===== src/rtl/ssd_pkg.sv =====
// rtl/ssd_pkg.sv - shared constants and types for the seven-segment scan controller
// Contents:
//   NUM_DIGITS    number of multiplexed digits on the board
//   ssd_state_t   scan FSM states
//   ANODE_OFF     all anodes dark (active-low)
//   CATHODE_OFF   all segments dark (active-low)
//   SEG_TABLE     hex nibble to active-low segment pattern, bit0 = a .. bit6 = g

package ssd_pkg;

    localparam int NUM_DIGITS = 8;

    typedef enum logic [1:0] {
        ST_IDLE  = 2'd0,
        ST_BLANK = 2'd1,
        ST_DRIVE = 2'd2
    } ssd_state_t;

    localparam logic [7:0] ANODE_OFF   = 8'hFF;
    localparam logic [6:0] CATHODE_OFF = 7'h7F;

    // Packed so that SEG_TABLE[n] selects the pattern for nibble n; the
    // concatenation is therefore listed from F down to 0.
    localparam logic [15:0][6:0] SEG_TABLE = {
        7'b0001110,  // F
        7'b0000110,  // E
        7'b0100001,  // d
        7'b1000110,  // C
        7'b0000011,  // b
        7'b0001000,  // A
        7'b0010000,  // 9
        7'b0000000,  // 8
        7'b1111000,  // 7
        7'b0000010,  // 6
        7'b0010010,  // 5
        7'b0011001,  // 4
        7'b0110000,  // 3
        7'b0100100,  // 2
        7'b1111001,  // 1
        7'b1000000   // 0
    };

endpackage


===== src/rtl/ssd_hex_decoder.sv =====
// rtl/ssd_hex_decoder.sv - combinational hex nibble to active-low segment decoder
// Ports:
//   i_nibble  in  4  hex value 0..F
//   o_seg     out 7  active-low segments, bit0 = a .. bit6 = g

module ssd_hex_decoder
    import ssd_pkg::*;
(
    input  logic [3:0] i_nibble,
    output logic [6:0] o_seg
);

    assign o_seg = SEG_TABLE[i_nibble];

endmodule


===== src/rtl/ssd_scan_controller.sv =====
// rtl/ssd_scan_controller.sv - tear-free multiplexed scan driver for an 8-digit common-anode display
// Ports:
//   clk           in  1   system clock
//   reset         in  1   asynchronous active-low reset
//   enable        in  1   scan enable; low blanks the display
//   update_valid  in  1   new display data offered
//   update_ready  out 1   pending buffer empty, data can be accepted
//   digit_data    in  32  nibble k drives digit k (digit 0 rightmost)
//   digit_enable  in  8   bit k lights digit k
//   dp            in  8   bit k lights the decimal point of digit k
//   ssdAnode      out 8   active-low anodes, bit k = digit k
//   ssdCathode    out 7   active-low segments, bit0 = a .. bit6 = g
//   ssdDp         out 1   active-low decimal point
//   frame_done    out 1   one-cycle pulse at the end of the digit 7 slot

module ssd_scan_controller
    import ssd_pkg::*;
#(
    parameter int DIGIT_CYCLES = 100_000,
    parameter int BLANK_CYCLES = 1_000
) (
    input  logic        clk,
    input  logic        reset,
    input  logic        enable,
    input  logic        update_valid,
    output logic        update_ready,
    input  logic [31:0] digit_data,
    input  logic [7:0]  digit_enable,
    input  logic [7:0]  dp,
    output logic [7:0]  ssdAnode,
    output logic [6:0]  ssdCathode,
    output logic        ssdDp,
    output logic        frame_done
);

    localparam int CW = $clog2(DIGIT_CYCLES);
    localparam int IW = $clog2(NUM_DIGITS);
    localparam logic [CW-1:0] BLANK_LAST = CW'(BLANK_CYCLES - 1);
    localparam logic [CW-1:0] DRIVE_LAST = CW'(DIGIT_CYCLES - BLANK_CYCLES - 1);
    localparam logic [IW-1:0] INDEX_LAST = IW'(NUM_DIGITS - 1);

    ssd_state_t   r_state;
    logic [IW-1:0] r_index;
    logic [CW-1:0] r_count;

    logic [31:0]  r_active_data;
    logic [7:0]   r_active_en;
    logic [7:0]   r_active_dp;

    logic [31:0]  r_pend_data;
    logic [7:0]   r_pend_en;
    logic [7:0]   r_pend_dp;
    logic         r_pend_full;

    logic [7:0]   r_anode;
    logic [6:0]   r_cathode;
    logic         r_dp;
    logic         r_frame_done;

    ssd_state_t   w_state_nxt;
    logic [IW-1:0] w_index_nxt;
    logic [CW-1:0] w_count_nxt;
    logic         w_load;
    logic         w_wrap;
    logic         w_accept;
    logic [31:0]  w_act_data_nxt;
    logic [7:0]   w_act_en_nxt;
    logic [7:0]   w_act_dp_nxt;
    logic [3:0]   w_nibble;
    logic [6:0]   w_seg;
    logic         w_lit;

    // Scan sequencing. Pending data is promoted to active only when a new
    // frame starts (leaving IDLE, or wrapping after digit 7), so a frame is
    // always rendered from a single consistent snapshot.
    always_comb begin
        w_state_nxt = r_state;
        w_index_nxt = r_index;
        w_count_nxt = r_count;
        w_load      = 1'b0;
        w_wrap      = 1'b0;
        if (r_state != ST_IDLE && !enable) begin
            w_state_nxt = ST_IDLE;
            w_index_nxt = '0;
            w_count_nxt = '0;
        end else begin
            case (r_state)
                ST_IDLE: begin
                    if (enable) begin
                        w_state_nxt = ST_BLANK;
                        w_index_nxt = '0;
                        w_count_nxt = '0;
                        w_load      = r_pend_full;
                    end
                end
                ST_BLANK: begin
                    if (r_count == BLANK_LAST) begin
                        w_state_nxt = ST_DRIVE;
                        w_count_nxt = '0;
                    end else begin
                        w_count_nxt = r_count + CW'(1);
                    end
                end
                ST_DRIVE: begin
                    if (r_count == DRIVE_LAST) begin
                        w_state_nxt = ST_BLANK;
                        w_index_nxt = r_index + IW'(1);
                        w_count_nxt = '0;
                        if (r_index == INDEX_LAST) begin
                            w_wrap = 1'b1;
                            w_load = r_pend_full;
                        end
                    end else begin
                        w_count_nxt = r_count + CW'(1);
                    end
                end
                default: begin
                    w_state_nxt = ST_IDLE;
                    w_index_nxt = '0;
                    w_count_nxt = '0;
                end
            endcase
        end
    end

    // Outputs are registered from the next-state view so that the pins change
    // on the same edge as the state and digit index.
    assign w_act_data_nxt = w_load ? r_pend_data : r_active_data;
    assign w_act_en_nxt   = w_load ? r_pend_en   : r_active_en;
    assign w_act_dp_nxt   = w_load ? r_pend_dp   : r_active_dp;
    assign w_nibble       = w_act_data_nxt[{w_index_nxt, 2'b00} +: 4];
    assign w_lit          = (w_state_nxt == ST_DRIVE) && w_act_en_nxt[w_index_nxt];

    // ready is low whenever pending is full, so a capture and a promotion
    // can never coincide.
    assign w_accept = update_valid && !r_pend_full;

    ssd_hex_decoder u_hex_decoder (
        .i_nibble (w_nibble),
        .o_seg    (w_seg)
    );

    always_ff @(posedge clk or negedge reset) begin
        if (!reset) begin
            r_state       <= ST_IDLE;
            r_index       <= '0;
            r_count       <= '0;
            r_active_data <= '0;
            r_active_en   <= '0;
            r_active_dp   <= '0;
            r_pend_data   <= '0;
            r_pend_en     <= '0;
            r_pend_dp     <= '0;
            r_pend_full   <= 1'b0;
            r_anode       <= ANODE_OFF;
            r_cathode     <= CATHODE_OFF;
            r_dp          <= 1'b1;
            r_frame_done  <= 1'b0;
        end else begin
            r_state       <= w_state_nxt;
            r_index       <= w_index_nxt;
            r_count       <= w_count_nxt;
            r_active_data <= w_act_data_nxt;
            r_active_en   <= w_act_en_nxt;
            r_active_dp   <= w_act_dp_nxt;
            if (w_accept) begin
                r_pend_data <= digit_data;
                r_pend_en   <= digit_enable;
                r_pend_dp   <= dp;
                r_pend_full <= 1'b1;
            end else if (w_load) begin
                r_pend_full <= 1'b0;
            end
            // A disabled digit still owns its full slot; it is simply dark.
            if (w_lit) begin
                r_anode   <= ~(8'h01 << w_index_nxt);
                r_cathode <= w_seg;
                r_dp      <= ~w_act_dp_nxt[w_index_nxt];
            end else begin
                r_anode   <= ANODE_OFF;
                r_cathode <= CATHODE_OFF;
                r_dp      <= 1'b1;
            end
            r_frame_done <= w_wrap;
        end
    end

    assign update_ready = ~r_pend_full;
    assign ssdAnode     = r_anode;
    assign ssdCathode   = r_cathode;
    assign ssdDp        = r_dp;
    assign frame_done   = r_frame_done;

endmodule


===== config.mk =====
export PLATFORM = sky130hd
export DESIGN_NAME = ssd_scan_controller
export DESIGN_NICKNAME = d
export VERILOG_FILES = /design/src/rtl/ssd_pkg.sv /design/src/rtl/ssd_hex_decoder.sv /design/src/rtl/ssd_scan_controller.sv
export SDC_FILE = /design/constraint.sdc
export NUM_CORES = 1
export LEC_CHECK = 0
export CAP_MARGIN = 20
export CORE_ASPECT_RATIO = 0.6
export CORE_MARGIN = 3
export CORE_UTILIZATION = 56
export CTS_CLUSTER_SIZE = 10
export DETAILED_ROUTE_END_ITERATION = 10
export GPL_ROUTABILITY_DRIVEN = 0
export PLACE_DENSITY = 0.79
export SYNTH_ARGS = -nofsm -noshare
export SYNTH_HDL_FRONTEND = slang
export SYNTH_HIERARCHICAL = 1
export SYNTH_SLANG_ARGS = --single-unit
export TNS_END_PERCENT = 100

===== constraint.sdc =====
create_clock -name clk -period 5.57 [get_ports clk]
set_input_delay 0.8355 -clock clk [delete_from_list [all_inputs] [get_ports clk]]
set_output_delay 0.8355 -clock clk [all_outputs]
set_load 0.01 [all_outputs]

==> summary.txt, run 1 <==
Synthesis
  – Cell taking the most area after synthesis: dfrtp_1
  – Synth Area in XOR/XNOR: less than 1%
  – Post-synthesis simple-gate area fraction: a little under a tenth
  – Post-Syn Area: 6390 um2
  – Synth area leaders: dfrtp_1 47%, mux2_2 17%, dfstp_2 6.6%
  – Compound-Gate Fraction of Synth Area: 6.83%
  – Post-synth EDFFs: 0
  – Yosys top cell area share: between 40% and 50%
  – Post-synth cell types: 60
  – Post-synth ARST share: 100%
  – Sequential area share after synthesis: between 50% and 60%
  – Mean Syn Cell Area: around 13 um2
  – Mux cell area share after synthesis: 24.0%
  – Largest family of logic cells by synthesized area: multiplexers
  – Mapped Cells: 509
  – Synth Register Bits: between 100 and 150
  – Synth warnings: 6
  – Syn_nets: 575
  – Adder-cell area share of the yosys netlist: 2.74%
  – Post-synth top flop: dfrtp_1

GRT
  – Vias in the first global route: 4167
  – Global-route wire length before repair: 21600 um
  – Largest net degree at the start of global routing: slightly below 90
  – GRT Overall Usage: between 20% and 30%
  – Antenna violations before repair: 0
  – GR Overflow Total: 0

Hold path
  – HP Class: primary input to async pin

Place
  – IO Port Bufs: 69
  – Post-DP HPWL: approximately 9000 um
  – Placed cells: ~700

Pwr
  – LEAKAGE: between 3 and 4 nW
  – Max IR drop VDD: between 300 and 400 uV
  – Pwr dens: about 500 nW/um2

Clocking
  – Clock latency on the worst-skew pair: between 0.4 and 0.5 ns
  – Hold buffer count at cts: 0
  – CTS tree: yes
  – CTS clk-pin slew, worst paths: 0.05 ns
  – Clock Tree Buf Depth: 2
  – H-tree lvl count: 4
  – Sink Count: about 140
  – Root buffer cell: clkbuf_16
  – Number of CTS-inserted buffers: 17
  – Post CTS Setup Buffer Count: 0
  – Post-CTS Resized: 0

Finish
  – Post-route insts no fill: 736
  – # nets final: between 600 and 700
  – Synth-to-Final Area Change: 22.5%
  – Diode count: 0
  – Fillers: between 600 and 700
  – Share of layout cells above drive strength 1: between 20 and 30%

STA
  – Final Critical Period: 4.92 ns
  – Measured slew at the worst slew-check pin: 0.944 ns
  – Final hold violations: 0
  – Final setup vio count: 0
  – Fin crit share: 88.3%
  – RSZ-0062 raised after global routing: no
  – Max Slew Vio Count: 0
  – Layout Skew: between 0.009 and 0.01 ns
  – Hold WS: approximately 0.40 ns
  – Fin Setup TNS: 0 ns
  – Fmax achieved: 203 MHz
  – Slew Limit Headroom: a little under two fifths

Setup path
  – Crit path launch: enable
  – Critical path arrival: around 5.2 ns
  – Worst-path maximum fanout: 22
  – Worst flop-to-flop path startpoint: r_state[0]$_DFF_PN0_
  – Startpoint Class: primary input
  – Setup CP Type: primary input to register
  – CP endpoint kind: register
  – CP required: between 5 and 6 ns

Route
  – Via count: approximately 4200
  – Routed len/inst: 18.0 um
  – Drt drc: 0
  – Final wirelength: about 13000 um
  – ANT nets after route: 0
  – Vias/cell: between 5 and 6
  – TritonRoute pass-1 iters: 5
  – Iter 0 DRT Violations: about 290

Outcome
  – Status: complete, no violations

Floorplan
  – # rows: 29
  – Core area: approximately 11000 um2
  – # IOs: 70
  – Die X: 144 um
  – Die footprint: roughly 13000 um2
  – Die height: between 80 and 90 um
  – Initial Util: between 50 and 60%

Job
  – Number of max-cap violations: 0
==> worst max-delay path: stages <==
cell	delay, ns
clkdlybuf4s50_1	0.59
nor2b_1	0.11
buf_4	0.20
or2_2	0.33
o311ai_0	0.26
a21boi_1	0.41
nor2_4	0.24
mux2i_1	0.20
mux2_2	0.29
mux2i_1	0.51
inv_1	0.24
ha_1	0.36
inv_1	0.06
mux4_2	0.45
nand2b_1	0.15
==> final timing paths <==
path	to	slack (ns)	depth (start not counted)
hold reg to reg	r_active_data[7]$_DFF_PN0_	0.49	1
max in group asynchronous	r_pend_data[4]$_DFFE_PN0P_	3.90	3
setup / recovery	ssdCathode[3]$_DFF_PN1_	0.65	15
hold / removal	r_pend_en[3]$_DFFE_PN0P_	0.40	1
min in group clk	r_active_data[7]$_DFF_PN0_	0.49	1
setup reg to reg	ssdCathode[3]$_DFF_PN1_	0.87	16
==> routing by layer <==
metal / vias to the layer above / GRT usage [%] / share of wire (%)
met5: - / 0 / 0
met4: 0 / 7.86 / 0.94
met3: 12 / 4.59 / 4.5
met2: 118 / 31.1 / 43
met1: 2079 / 34.4 / 51
li1: 1964 / - / -
==> flip-flops by register name (all words and copies together), names as in the netlist, 8 cells and up <==
| register | cells |
|---|---|
| r_pend_en | 8 |
| ssdAnode | 8 |
| r_active_data | 32 |
| r_active_en | 8 |
| r_pend_dp | 8 |
| r_active_dp | 8 |
| r_pend_data | 32 |
| r_count | 17 |
==> power breakdown <==
part           switching [mW]  leakage (nW)  internal [mW]
clock network           0.405         0.293          0.728
logic                   0.597          1.35          0.672
registers               0.181          1.63           1.36
total                    1.18          3.28           2.76
==> logic make-up after synthesis <==
logic type | after synthesis
AO/OA/AOI/OAI | 65
XOR/XNOR | 3
adder cells (fa/ha/maj) | 14
buffers and inverters | 37
flip-flops | 136
multiplexers | 138
AND/OR/NAND/NOR | 116
==> final cells by class <==
type | instances | area [um2] | share of cell area (%)
clock buffers | 21 | 460 | 5.88
clock inverters | 11 | 146 | 1.87
inverters | 14 | 52.6 | 0.672
multi-input cells | 336 | 2790 | 35.6
flip-flops and latches | 136 | 3420 | 43.7
well taps | 139 | 174 | 2.22
repair buffers | 79 | 783 | 10.0
==> cells in the mapped netlist (2+ instances only) <==
library cell / count
dfrtp_1: 120
mux2_2: 98
mux2i_1: 33
nor2_1: 28
nand2_1: 27
o21ai_0: 26
dfstp_2: 16
ha_1: 14
inv_1: 11
a21oi_1: 10
nand2b_1: 10
nand3_1: 10
nor3_1: 9
o31ai_1: 9
buf_2: 7
nor2b_1: 6
buf_1: 5
and3_1: 4
buf_6: 4
clkbuf_1: 4
mux2_1: 4
buf_4: 3
inv_2: 3
or2_2: 3
or3_1: 3
a21o_1: 2
a22oi_1: 2
mux2_4: 2
nand4_1: 2
o21ai_1: 2
o21bai_1: 2
xor2_1: 2
==> through the flow <==
step           instance area [um2]  total power [mW]  setup WS, ns  utilization [%]
6_report                      7830              3.94         0.654             72.1
5_1_grt                       7830              4.15         0.376             72.1
4_1_cts                       7790              3.95         0.211             71.8
3_5_place_dp                  7180              2.78        -0.168             66.2
3_3_place_gp                  7180              2.71         0.209             66.2
2_1_floorplan                 6390              2.44          1.35                -
==> cells in the final DEF (no fill, tap or decap), types with 3 or more instances in the layout <==
cell type          n
dfrtp_1          120
mux2_2            98
clkdlybuf4s50_1   68
mux2i_1           33
nor2_1            28
nand2_1           27
o21ai_0           26
clkbuf_16         17
dfstp_2           16
ha_1              14
inv_1             11
nand3_1           10
nand2b_1          10
a21oi_1           10
buf_4             10
nor3_1             9
o31ai_1            9
nor2b_1            5
and3_1             4
mux2_1             4
inv_2              3
or3_1              3
or2_2              3
bufinv_16          3
clkinv_2           3
Power figures use the tool's default switching activity.
==> inputs of run 2 (changes only) <==
- CTS_CLUSTER_DIAMETER: not set -> 100
- SKIP_LAST_GASP: not set -> 1
==> results of run 2 <==
Same layout as run 1: the final DEF is identical, and so are final timing and power.
==> inputs of run 3 (changes only) <==
--- a/constraint.sdc
+++ b/constraint.sdc
@@ -3,2 +3,2 @@
 set_output_delay 0.8355 -clock clk [all_outputs]
-set_load 0.01 [all_outputs]
+set_load 0.005 [all_outputs]
==> results of run 3 <==
Same layout as run 1 (identical final DEF). Status: complete, no violations.
